===== config.mk =====
export PLATFORM = sky130hd
export DESIGN_NAME = lcd_ctrl
export DESIGN_NICKNAME = d
export VERILOG_FILES = /design/src/rtl/lcd_pkg.sv /design/src/rtl/lcd_cmd_fifo.sv /design/src/rtl/lcd_ctrl.sv
export SDC_FILE = /design/constraint.sdc
export NUM_CORES = 1
export LEC_CHECK = 0
export BUFFER_PORTS_ARGS = -buffer_cell sky130_fd_sc_hd__buf_4
export CAP_MARGIN = 0
export CORE_UTILIZATION = 55
export DETAILED_ROUTE_END_ITERATION = 6
export PLACE_DENSITY = 0.75
export SYNTH_ARGS = -nofsm -noshare
export SYNTH_HDL_FRONTEND = slang
export SYNTH_HIERARCHICAL = 1
export SYNTH_SLANG_ARGS = --single-unit

===== constraint.sdc =====
create_clock -name i_clk -period 2.6 [get_ports i_clk]
set_input_delay 0.13 -clock i_clk [delete_from_list [all_inputs] [get_ports i_clk]]
set_output_delay 0.13 -clock i_clk [all_outputs]
set_load 0.005 [all_outputs]

===== src/rtl/lcd_pkg.sv =====
// Shared types and constants for the LCD command controller: FSM states, command-word
// bit positions, the built-in init sequence and the slow-command classifier.
package lcd_pkg;

    typedef enum logic [2:0] {
        ST_PWRUP,
        ST_INIT,
        ST_IDLE,
        ST_SETUP,
        ST_ENHI,
        ST_HOLD,
        ST_WAIT
    } lcd_state_e;

    localparam int BIT_ON        = 31;
    localparam int BIT_BLON      = 30;
    localparam int BIT_CTRL_ONLY = 29;
    localparam int BIT_RS        = 8;

    localparam int INIT_LEN = 4;
    // Function set 8-bit/2-line, display on, clear, entry mode increment (index 0 first).
    localparam logic [INIT_LEN-1:0][7:0] INIT_ROM = {8'h06, 8'h01, 8'h0C, 8'h38};

    // Clear display (0x01) and return home (0x02/0x03) need the long execution wait.
    function automatic logic is_slow_cmd(input logic rs, input logic [7:0] data);
        return !rs && (data[7:2] == 6'd0) && (data != 8'd0);
    endfunction

    function automatic int max_int(input int a, input int b);
        return (a > b) ? a : b;
    endfunction

endpackage


===== src/rtl/lcd_cmd_fifo.sv =====
// Small power-of-two command FIFO with extra-MSB pointers; read data is the head entry
// (show-ahead), so a pop and its data use the same cycle.
module lcd_cmd_fifo #(
    parameter int DEPTH = 4,
    parameter int WIDTH = 9
) (
    input  logic             i_clk,
    input  logic             i_reset,
    input  logic             push,
    input  logic [WIDTH-1:0] wdata,
    input  logic             pop,
    output logic [WIDTH-1:0] rdata,
    output logic             full,
    output logic             empty
);
    localparam int AW = $clog2(DEPTH);

    logic [AW:0]      wptr;
    logic [AW:0]      rptr;
    logic [WIDTH-1:0] mem [DEPTH];

    assign empty = (wptr == rptr);
    assign full  = (wptr[AW] != rptr[AW]) && (wptr[AW-1:0] == rptr[AW-1:0]);
    assign rdata = mem[rptr[AW-1:0]];

    always_ff @(posedge i_clk) begin
        if (!i_reset) begin
            wptr <= '0;
            rptr <= '0;
        end else begin
            if (push && !full) wptr <= wptr + (AW+1)'(1);
            if (pop && !empty) rptr <= rptr + (AW+1)'(1);
        end
    end

    always_ff @(posedge i_clk) begin
        if (push && !full) mem[wptr[AW-1:0]] <= wdata;
    end

endmodule


===== src/rtl/lcd_ctrl.sv =====
// lcd_ctrl: queues CPU LCD command words and replays each as a timed HD44780 write cycle.
// Define LCD_INIT_EN to add a power-up delay and built-in init sequence after reset.
module lcd_ctrl
    import lcd_pkg::*;
#(
    parameter int FIFO_DEPTH  = 4,
    parameter int T_SETUP_CYC = 4,
    parameter int T_EN_CYC    = 25,
    parameter int T_HOLD_CYC  = 2,
    parameter int T_CMD_CYC   = 2000,
    parameter int T_CLR_CYC   = 82000,
    parameter int T_PWRUP_CYC = 750000
) (
    input  logic        i_clk,
    input  logic        i_reset,
    input  logic        i_lcd_we,
    input  logic [31:0] i_lcd_word,
    output logic [7:0]  o_lcd_data,
    output logic        o_lcd_rs,
    output logic        o_lcd_rw,
    output logic        o_lcd_en,
    output logic        o_lcd_on,
    output logic        o_lcd_blon,
    output logic        o_busy,
    output logic        o_full,
    output logic        o_overflow
);
    localparam int T_MAX = max_int(max_int(max_int(T_SETUP_CYC, T_EN_CYC),
                                           max_int(T_HOLD_CYC, T_CMD_CYC)),
                                   max_int(T_CLR_CYC, T_PWRUP_CYC));
    localparam int TW = $clog2(T_MAX + 1);

    localparam logic [TW-1:0] LD_SETUP = TW'(T_SETUP_CYC - 1);
    localparam logic [TW-1:0] LD_EN    = TW'(T_EN_CYC - 1);
    localparam logic [TW-1:0] LD_HOLD  = TW'(T_HOLD_CYC - 1);
    localparam logic [TW-1:0] LD_CMD   = TW'(T_CMD_CYC - 1);
    localparam logic [TW-1:0] LD_CLR   = TW'(T_CLR_CYC - 1);
`ifdef LCD_INIT_EN
    localparam logic [TW-1:0] LD_PWRUP = TW'(T_PWRUP_CYC - 1);
`endif

    lcd_state_e    state;
    logic [TW-1:0] timer;
    logic          req_q;
    logic [8:0]    req_word_q;
    logic          push;
    logic          pop;
    logic          fifo_full;
    logic          fifo_empty;
    logic [8:0]    fifo_rdata;
    logic          force_on;
    logic          unused_word_bits;

    assign unused_word_bits = ^i_lcd_word[28:9];
    assign push     = req_q && !fifo_full;
    assign pop      = (state == ST_IDLE) && !fifo_empty;
    assign o_busy   = !fifo_empty || (state != ST_IDLE);
    assign o_full   = fifo_full;
    assign o_lcd_rw = 1'b0;

    lcd_cmd_fifo #(
        .DEPTH(FIFO_DEPTH),
        .WIDTH(9)
    ) u_fifo (
        .i_clk  (i_clk),
        .i_reset(i_reset),
        .push   (push),
        .wdata  (req_word_q),
        .pop    (pop),
        .rdata  (fifo_rdata),
        .full   (fifo_full),
        .empty  (fifo_empty)
    );

    // Write decode: power/backlight update immediately; the FIFO push is staged one cycle.
    always_ff @(posedge i_clk) begin
        if (!i_reset) begin
            req_q      <= 1'b0;
            req_word_q <= '0;
            o_lcd_on   <= 1'b0;
            o_lcd_blon <= 1'b0;
            o_overflow <= 1'b0;
        end else begin
            req_q <= i_lcd_we && !i_lcd_word[BIT_CTRL_ONLY];
            if (i_lcd_we) begin
                req_word_q <= {i_lcd_word[BIT_RS], i_lcd_word[7:0]};
                o_lcd_on   <= i_lcd_word[BIT_ON] | force_on;
                o_lcd_blon <= i_lcd_word[BIT_BLON];
            end else if (force_on) begin
                o_lcd_on <= 1'b1;
            end
            if (req_q && fifo_full) o_overflow <= 1'b1;
        end
    end

`ifdef LCD_INIT_EN
    logic [1:0] init_idx;
    logic       init_done;
`else
    assign force_on = 1'b0;
`endif

    // Each timed state is entered with timer = count-1 and advances when timer reaches 0.
    always_ff @(posedge i_clk) begin
        if (!i_reset) begin
            o_lcd_en   <= 1'b0;
            o_lcd_data <= '0;
            o_lcd_rs   <= 1'b0;
`ifdef LCD_INIT_EN
            state      <= ST_PWRUP;
            timer      <= LD_PWRUP;
            init_idx   <= '0;
            init_done  <= 1'b0;
            force_on   <= 1'b0;
`else
            state      <= ST_IDLE;
            timer      <= '0;
`endif
        end else begin
            case (state)
                ST_IDLE: begin
                    if (!fifo_empty) begin
                        {o_lcd_rs, o_lcd_data} <= fifo_rdata;
                        state <= ST_SETUP;
                        timer <= LD_SETUP;
                    end
                end
                ST_SETUP: begin
                    if (timer == '0) begin
                        state    <= ST_ENHI;
                        o_lcd_en <= 1'b1;
                        timer    <= LD_EN;
                    end else timer <= timer - TW'(1);
                end
                ST_ENHI: begin
                    if (timer == '0) begin
                        state    <= ST_HOLD;
                        o_lcd_en <= 1'b0;
                        timer    <= LD_HOLD;
                    end else timer <= timer - TW'(1);
                end
                ST_HOLD: begin
                    if (timer == '0) begin
                        state <= ST_WAIT;
                        timer <= is_slow_cmd(o_lcd_rs, o_lcd_data) ? LD_CLR : LD_CMD;
                    end else timer <= timer - TW'(1);
                end
                ST_WAIT: begin
                    if (timer == '0) begin
`ifdef LCD_INIT_EN
                        state <= init_done ? ST_IDLE : ST_INIT;
`else
                        state <= ST_IDLE;
`endif
                    end else timer <= timer - TW'(1);
                end
`ifdef LCD_INIT_EN
                ST_PWRUP: begin
                    if (timer == '0) begin
                        state    <= ST_INIT;
                        force_on <= 1'b1;
                    end else timer <= timer - TW'(1);
                end
                ST_INIT: begin
                    o_lcd_data <= INIT_ROM[init_idx];
                    o_lcd_rs   <= 1'b0;
                    init_idx   <= init_idx + 2'd1;
                    if (init_idx == 2'(INIT_LEN - 1)) init_done <= 1'b1;
                    state <= ST_SETUP;
                    timer <= LD_SETUP;
                end
`endif
                default: begin
                    state    <= ST_IDLE;
                    o_lcd_en <= 1'b0;
                end
            endcase
        end
    end

endmodule

==> out/metrics.cfg, run 1 <==
[run_status]
status=finished clean

[layout]
multi_input_area_um2=1940
antennaDiodeCount=0
seq_area_um2=2160
final_cell_mix=dfxtp_1 (54), buf_4 (43), nand2_1 (41)
fin_nets=487
final_common_cell=dfxtp_1
final_cells=549
nFillCells=590
syn_to_final_growth_pct=14.4
drive_above_1_share=0.187
fin_area_um2=4860

[detailed_routing]
routed_via_density=5.97
via_count=3276
detail_route.wl_per_cell_um=16.2
postRouteAntennaNets=0
dr.pass1.iters=5
drc=0
first_iter_violations=292
drt_wl_total_mm=8.88

[worst_hold_path]
min_path_type=in -> reg
hp-start=i_lcd_word[2]
hold_path_depth=3
holdPathEnd=req_word_q[2]$_SDFFE_PN0P_

[place]
port_buffers=29
gp_congestion=0.936
dp_hpwl_mm=6.26
postPlaceCellArea_um2=4600
dp_cells=530

[synth]
ys_seq_elements=90
synth.distinct_cells=67
synth_fp_nets=448
seq_area_frac_synth=0.509
synth_edf_count=36
async_flop_share=0
netlist_instances=406
yosys_warnings=6
synth_area_um2=4250
yosys_most_used_dff=dfxtp_1
avgSynthCellArea_um2=10.5

[sta]
slew_headroom=0.514
skew_ns=0.00851
slew_viol_final=0
fin_crit_sh=0.931
worstMarginPinSlew_ns=0.728
rsz0062_at_grt=false
finalCriticalPeriod_ns=2.42
fin_setup_tns_ns=0
fmax_mhz=413
finalSetupViolCount=0
hold_violations=0

[worst_setup_path]
path_cells=xor2_1 > nor3_1 > nor2b_1 > inv_1 > a31oi_1 > and2_1 > buf_4
max_stage_delay_ns=0.52
critPathArrivalTime_ns=2.48
start_kind=register
worstRegToRegCells=7
ff2ff_setup_slack_ns=0.18
r2r_end=u_fifo/mem[0][1]$_DFFE_PP_
crit_required_ns=2.66
end_kind=register
crit_type=reg -> reg
worstPathMaxFanout=9
worstReg2RegStart=u_fifo/wptr[1]$_SDFFE_PN0P_
cp_slowest_cell=dfxtp_1

[die]
start_util=0.577
die_w_um=89.9
die-area_um2=8080
io_pins=51
core_um2=7370
rows=31
die_h_um=89.9

[global_routing]
antenna_found_initial=0
grt_max_degree=25
overflow=0
grt_pass1_vias=3061
grt_pass1_wl_mm=14.7
track_usage=0.230

[cts]
clk_pin_slew_worst_paths_ns=0.09
cts_made_buffers=9
postCtsSetupRepairBufs=0
cts_tree=yes
root_buffer=clkbuf_8
insertion_delay_ns=0.36
clk_path_buf_depth=2
htree_levels=3
numClockSinks=90

[power_and_ir_drop]
p_total_mw=5.81
vdd_drop_max_mv=0.552
pwr_density_cell_nw_per_um2=1200
leakage_nw=1.85

[run]
cap_violations=0

where the power goes:
group	total, mW	switching [mW]	internal, mW	leakage, nW
sequential	1.95	0.282	1.66	0.773
clock	1.06	0.509	0.550	0.114
combinational	2.80	1.66	1.15	0.965
total	5.81	2.45	3.36	1.85
worst max path at each step:
| stage | start | endpoint | slack (ns) | depth (start not counted) |
|---|---|---|---|---|
| floorplan | u_fifo/wptr[1]$_SDFFE_PN0P_ | register | 0.32 | 9 |
| global placement | u_fifo/wptr[0]$_SDFFE_PN0P_ | u_fifo/mem[1][3]$_DFFE_PP_ | 0.23 | 7 |
| detailed placement | u_fifo/wptr[0]$_SDFFE_PN0P_ | u_fifo/mem[1][3]$_DFFE_PP_ | 0.11 | 7 |
| CTS | u_fifo/wptr[0]$_SDFFE_PN0P_ | u_fifo/mem[1][0]$_DFFE_PP_ | 0.09 | 7 |
| global route | u_fifo/wptr[1]$_SDFFE_PN0P_ | u_fifo/mem[1][0]$_DFFE_PP_ | 0.04 | 7 |
| finish | u_fifo/wptr[1]$_SDFFE_PN0P_ | u_fifo/mem[0][1]$_DFFE_PP_ | 0.18 | 7 |
worst max-delay path: cells and delay by family, from the launching register on:
family | cells | cell delay, ns
AND/OR/NAND/NOR | 3 | 0.67
buffers and inverters | 2 | 0.29
flip-flops | 1 | 0.52
XOR/XNOR | 1 | 0.44
AO/OA/AOI/OAI | 1 | 0.21
layout make-up:
| class | instances | area share |
|---|---|---|
| clock buffer | 9 | 0.0255 |
| clock inverter | 7 | 0.0206 |
| timing repair buffer | 46 | 0.0726 |
| multi-input combinational | 284 | 0.400 |
| sequential | 90 | 0.445 |
| inverter | 14 | 0.0108 |
| tap | 99 | 0.0255 |
stage by stage:
| step | setup WS, ns | hold slack [ns] | utilization |
|---|---|---|---|
| 3_5_place_dp | 0.108 | 0.298 | 0.624 |
| 4_1_cts | 0.0939 | 0.00152 | 0.658 |
| 5_1_grt | 0.0350 | 0.00149 | 0.659 |
| 3_3_place_gp | 0.228 | 0.292 | 0.624 |
| 6_report | 0.179 | 0.00703 | 0.659 |
| 2_1_floorplan | 0.318 | 0.192 | - |
kinds of logic (layout without fill, tap and decap cells):
family	after synthesis	count (layout)	synth area share
simple gates	146	146	0.182
compound gates	95	95	0.147
xor+xnor	13	13	0.0268
fa+ha+maj	7	7	0.0206
buf+inv	32	76	0.0353
mux	22	22	0.0786
flops	90	90	0.509
other cells	1	1	0.000883
routing by layer:
metal	wire length, um	vias to the layer above	part of all wire	GRT usage
met1	3850	1572	0.43	0.297
li1	-	1582	-	-
met3	498	16	0.056	0.0516
met4	132	0	0.015	0.0753
met5	0	-	0	0
met2	4390	106	0.49	0.384
state kept, by name, indices dropped and copies added (netlist names), named ones only:
signal and count:
o_lcd_blon 1, o_lcd_data 8, o_lcd_en 1, o_lcd_on 1
o_lcd_rs 1, o_overflow 1, req_q 1, req_word_q 9
state 3, timer 20, u_fifo/mem 36, u_fifo/rptr 3
u_fifo/wptr 3
synth_stat cells (4+ instances only):
cell       n  area [um^2]
a211o_1    4         35.0
a21o_1     4         30.0
a21oi_1   28          140
a31oi_1    5         31.3
and2_1     4         25.0
clkbuf_1   7         26.3
dfxtp_1   54         1080
edfxtp_1  36         1080
ha_1       7         87.6
inv_1     13         48.8
mux2i_1   12          120
mux4_2     9          203
nand2_1   41          154
nand2b_1   4         25.0
nand3_1   11         55.1
nand3b_1   5         37.5
nand4_1    7         43.8
nor2_1    36          135
nor3_1     9         45.0
nor4_1     5         31.3
o211ai_1   4         30.0
o21ai_0   17         85.1
o21ai_1    7         35.0
or3_1      4         25.0
or4_1      4         30.0
xnor2_1    9         78.8
xor2_1     4         35.0
what timing repair did:
action                                 CTS  global route
gates resized for setup                  0             1
setup endpoints to repair                0            25
hold buffers                             3             0
endpoints found under the hold margin    3             0
Power figures use the tool's default switching activity.
==> inputs of run 2 (changes only) <==
CORE_ASPECT_RATIO = 0.6   (was not set)
==> out/metrics.cfg, run 2 (same netlist as run 1, synthesis figures left out) <==
[sta]
hold_violations=0  ; unchanged
fin_setup_tns_ns=0  ; unchanged
finalSetupViolCount=0  ; unchanged
skew_ns=0.00771  ; was 0.00851 ns
rsz0062_at_grt=false  ; unchanged
fmax_mhz=412  ; was 413 MHz
slew_viol_final=0  ; unchanged
fin_crit_sh=0.933  ; was 0.931
finalCriticalPeriod_ns=2.43  ; was 2.42 ns
slew_headroom=0.568  ; was 0.514
worstMarginPinSlew_ns=0.647  ; was 0.728 ns

[detailed_routing]
drt_wl_total_mm=10.2  ; was 8.88 mm
dr.pass1.iters=5  ; unchanged
via_count=3381  ; was 3276
routed_via_density=6.09  ; was 5.97
first_iter_violations=373  ; was 292
detail_route.wl_per_cell_um=18.3  ; was 16.2 um
drc=0  ; unchanged
postRouteAntennaNets=0  ; unchanged

[die]
start_util=0.578  ; was 0.577
io_pins=51  ; unchanged
die_w_um=115  ; was 89.9 um
core_um2=7360  ; was 7370 um^2
rows=24  ; was 31
die-area_um2=8090  ; was 8080 um^2
die_h_um=70.1  ; was 89.9 um

[cts]
htree_levels=3  ; unchanged
cts_tree=yes  ; unchanged
postCtsSetupRepairBufs=0  ; unchanged
cts_made_buffers=9  ; unchanged
clk_path_buf_depth=2  ; unchanged
root_buffer=clkbuf_16  ; was clkbuf_8
numClockSinks=90  ; unchanged
insertion_delay_ns=0.35  ; was 0.36 ns
clk_pin_slew_worst_paths_ns=0.06  ; was 0.09 ns

[layout]
fin_nets=488  ; was 487
antennaDiodeCount=0  ; unchanged
drive_above_1_share=0.191  ; was 0.187
largest_reg_flops=36  ; unchanged
final_common_cell=dfxtp_1  ; unchanged
syn_to_final_growth_pct=15.9  ; was 14.4%
final_cell_mix=dfxtp_1 (54), buf_4 (46), nand2_1 (41)  ; was dfxtp_1 (54), buf_4 (43), nand2_1 (41)

[power_and_ir_drop]
vdd_drop_max_mv=0.494  ; was 0.552 mV
leakage_nw=1.87  ; was 1.85 nW
p_total_mw=6.12  ; was 5.81 mW
pwr_density_cell_nw_per_um2=1240  ; was 1200 nW/um^2

[global_routing]
overflow=0  ; unchanged
grt_max_degree=27  ; was 25
antenna_found_initial=0  ; unchanged
grt_pass1_vias=3193  ; was 3061
track_usage=0.279  ; was 0.230
grt_pass1_wl_mm=16.7  ; was 14.7 mm

[worst_setup_path]
crit_required_ns=2.65  ; was 2.66 ns
critPathArrivalTime_ns=2.47  ; was 2.48 ns
end_kind=register  ; unchanged
worstPathMaxFanout=9  ; unchanged
start_kind=register  ; unchanged
crit_type=reg -> reg  ; unchanged

[run]
cap_violations=0  ; unchanged

[place]
dp_hpwl_mm=7.19  ; was 6.26 mm
gp_congestion=0.920  ; was 0.936
port_buffers=29  ; unchanged

[worst_hold_path]
min_path_type=in -> reg  ; unchanged

[run_status]
status=finished clean  ; unchanged

[run 2: final cells by class]
type	instances	area [um^2]
Tap cell	104	130
Timing Repair Buffer	47	355
Multi-Input combinational cell	284	1940
Fill cell	549	2430
Clock inverter	5	37.5
Inverter	14	52.6
Sequential cell	90	2160
Clock buffer	11	243
[run 2: repair_timing]
| item | in CTS | in global routing |
|---|---|---|
| gates resized for setup | 0 | 1 |
| hold buffers | 1 | 0 |
| endpoints found under the setup margin | 0 | 47 |
| hold endpoints to repair | 1 | 0 |
[run 2: metal layers]
layer | up-vias | share of wire | global-route usage
met5 | - | 0 | 0
met4 | 0 | 0.012 | 0.0924
met3 | 15 | 0.083 | 0.0677
met2 | 149 | 0.45 | 0.402
met1 | 1633 | 0.46 | 0.410
li1 | 1584 | - | -
[run 2: report_power, final]
part	internal [mW]	leakage [nW]	switching [mW]	total, mW
Sequential	1.67	0.773	0.298	1.96
Clock	0.678	0.132	0.559	1.24
Combinational	1.19	0.969	1.72	2.91
Total	3.53	1.87	2.58	6.12
[run 2: path summary, 6_finish.rpt]
kind                                     from                          to  slack [ns]  depth (start not counted)
hold / removal                 i_lcd_word[30]     o_lcd_blon$_SDFFE_PN0P_        0.02                          3
setup / recovery  u_fifo/rptr[1]$_SDFFE_PN0P_  u_fifo/mem[0][1]$_DFFE_PP_        0.17                          7
setup reg to reg  u_fifo/rptr[1]$_SDFFE_PN0P_  u_fifo/mem[0][1]$_DFFE_PP_        0.17                          7
hold reg to reg    o_lcd_data[2]$_SDFFE_PN0P_  o_lcd_data[2]$_SDFFE_PN0P_        0.48                          2
[run 2: critical path, stage by stage (launching register included)]
cell	delay, ns
dfxtp_1	0.50
xor2_1	0.39
nor3_1	0.18
nor2b_1	0.37
inv_1	0.11
a31oi_1	0.20
and2_1	0.16
buf_4	0.21
[run 2: through the flow]
stage          hold WS, ns   util  std cells  setup WS, ns  area [um^2]
6_report            0.0216  0.669        555         0.173         4920
5_1_grt             0.0430  0.669        555        0.0388         4920
4_1_cts             0.0196  0.668        555        0.0540         4920
3_5_place_dp         0.323  0.629        538        0.0871         4630
3_3_place_gp         0.303  0.629        538         0.202         4630
2_1_floorplan        0.192      -        406         0.318         4250
==> inputs of run 3 (changes only) <==
MAX_ROUTING_LAYER = met4   (was not set)
==> out/metrics.cfg, run 3 (same netlist as run 1, synthesis figures left out) <==
[worst_setup_path]
end_kind=register  ; unchanged
cp_slowest_cell=dfxtp_1  ; unchanged
crit_type=reg -> reg  ; unchanged
worstPathMaxFanout=9  ; unchanged
max_stage_delay_ns=0.49  ; was 0.50 ns
critPathArrivalTime_ns=2.48  ; was 2.47 ns
start_kind=register  ; unchanged
crit_required_ns=2.65  ; about the same
path_cells=xor2_1 > nor3_1 > nor2b_1 > inv_1 > a31oi_1 > and2_1 > buf_4  ; unchanged
cp_top_family=simple AND/OR/NAND/NOR gates  ; unchanged
crit_buf_inv=2  ; unchanged

[detailed_routing]
detail_route.wl_per_cell_um=18.5  ; was 18.3 um
postRouteAntennaNets=0  ; unchanged
dr.pass1.iters=6  ; was 5
drt_wl_total_mm=10.3  ; was 10.2 mm
drc=0  ; unchanged
first_iter_violations=409  ; was 373
via_count=3407  ; was 3381
routed_via_density=6.14  ; was 6.09

[cts]
cts_made_buffers=9  ; unchanged
cts_tree=yes  ; unchanged
numClockSinks=90  ; unchanged
insertion_delay_ns=0.35  ; about the same
clk_pin_slew_worst_paths_ns=0.06  ; about the same
htree_levels=3  ; unchanged
postCtsSetupRepairBufs=0  ; unchanged
root_buffer=clkbuf_16  ; unchanged
clk_path_buf_depth=2  ; unchanged

[layout]
final_cells=555  ; unchanged
drive_above_1_share=0.191  ; unchanged
final_cell_mix=dfxtp_1 (54), buf_4 (46), nand2_1 (41)  ; unchanged
syn_to_final_growth_pct=15.9  ; unchanged
antennaDiodeCount=0  ; unchanged
final_util=0.669  ; unchanged
largest_reg_flops=36  ; unchanged
fin_nets=488  ; unchanged
final_common_cell=dfxtp_1  ; unchanged

[die]
core_um2=7360  ; unchanged
die_h_um=70.1  ; unchanged
rows=24  ; unchanged
io_pins=51  ; unchanged
die-area_um2=8090  ; unchanged
die_w_um=115  ; unchanged
start_util=0.578  ; unchanged

[global_routing]
overflow=0  ; unchanged
grt_pass1_vias=3190  ; was 3193
track_usage=0.288  ; was 0.279
antenna_found_initial=0  ; unchanged
grt_pass1_wl_mm=16.7  ; about the same
grt_max_degree=27  ; unchanged

[sta]
fin_setup_tns_ns=0  ; unchanged
hold_violations=0  ; unchanged
setup_ws_ns=0.167  ; was 0.173 ns
skew_ns=0.00815  ; was 0.00771 ns
rsz0062_at_grt=false  ; unchanged
worstMarginPinSlew_ns=0.631  ; was 0.647 ns
fmax_mhz=411  ; was 412 MHz
slew_headroom=0.579  ; was 0.568
finalSetupViolCount=0  ; unchanged
fin_crit_sh=0.936  ; was 0.933
slew_viol_final=0  ; unchanged
finalCriticalPeriod_ns=2.43  ; about the same

[power_and_ir_drop]
vdd_drop_max_mv=0.496  ; was 0.494 mV
p_total_mw=6.13  ; was 6.12 mW
pwr_density_cell_nw_per_um2=1240  ; about the same
leakage_nw=1.87  ; unchanged

[place]
port_buffers=29  ; unchanged
dp_hpwl_mm=7.19  ; unchanged
place_ws_ns=0.0871  ; unchanged
gp_congestion=0.936  ; was 0.920
dp_cells=538  ; unchanged

[run_status]
status=finished clean  ; unchanged

[run]
cap_violations=0  ; unchanged

[worst_hold_path]
min_path_type=in -> reg  ; unchanged

## run 3: worst register-to-register path, stage by stage (launching register included)
cell and delay [ns]:
dfxtp_1 0.49, xor2_1 0.39, nor3_1 0.18, nor2b_1 0.38, inv_1 0.10, a31oi_1 0.21, and2_1 0.16, buf_4 0.21
## run 3: area by class of cell
| class | count | area [um^2] |
|---|---|---|
| fill | 549 | 2430 |
| sequential | 90 | 2160 |
| multi-input combinational | 284 | 1940 |
| timing repair buffer | 47 | 355 |
| clock buffer | 11 | 243 |
| tap | 104 | 130 |
| inverter | 14 | 52.6 |
| clock inverter | 5 | 37.5 |
## run 3: through the flow
| stage | hold WS [ns] | area (um^2) |
|---|---|---|
| final | 0.0226 | 4920 |
| after global routing | 0.0398 | 4920 |
| after CTS | 0.0196 | 4920 |
| after detailed placement | 0.323 | 4630 |
| after global placement | 0.303 | 4630 |
| after floorplan | 0.192 | 4250 |
## run 3: metal layers
| layer | part of all wire | up-vias | track usage |
|---|---|---|---|
| li1 | - | 1580 | - |
| met1 | 0.45 | 1644 | 0.411 |
| met2 | 0.45 | 169 | 0.402 |
| met3 | 0.093 | 14 | 0.0807 |
| met4 | 0.010 | 0 | 0.0750 |
| met5 | 0 | - | - |
## run 3: timing repair
action | 4_1_cts | 5_1_grt
hold buffers | 1 | 0
setup endpoints to repair | 0 | 47
gates resized for setup | 0 | 1
endpoints found under the hold margin | 1 | 0
## run 3: worst paths after layout
kind                                 to  cells after the start                   startpoint  slack [ns]
max reg2reg  u_fifo/mem[0][5]$_DFFE_PP_                      7  u_fifo/rptr[1]$_SDFFE_PN0P_        0.17
min             o_lcd_blon$_SDFFE_PN0P_                      3               i_lcd_word[30]        0.02
min reg2reg  o_lcd_data[2]$_SDFFE_PN0P_                      2   o_lcd_data[2]$_SDFFE_PN0P_        0.48
max          u_fifo/mem[0][5]$_DFFE_PP_                      7  u_fifo/rptr[1]$_SDFFE_PN0P_        0.17
## run 3: power breakdown
| part | internal, mW | leakage, nW | switching [mW] |
|---|---|---|---|
| logic | 1.19 | 0.969 | 1.74 |
| clock network | 0.677 | 0.132 | 0.555 |
| registers | 1.67 | 0.773 | 0.297 |
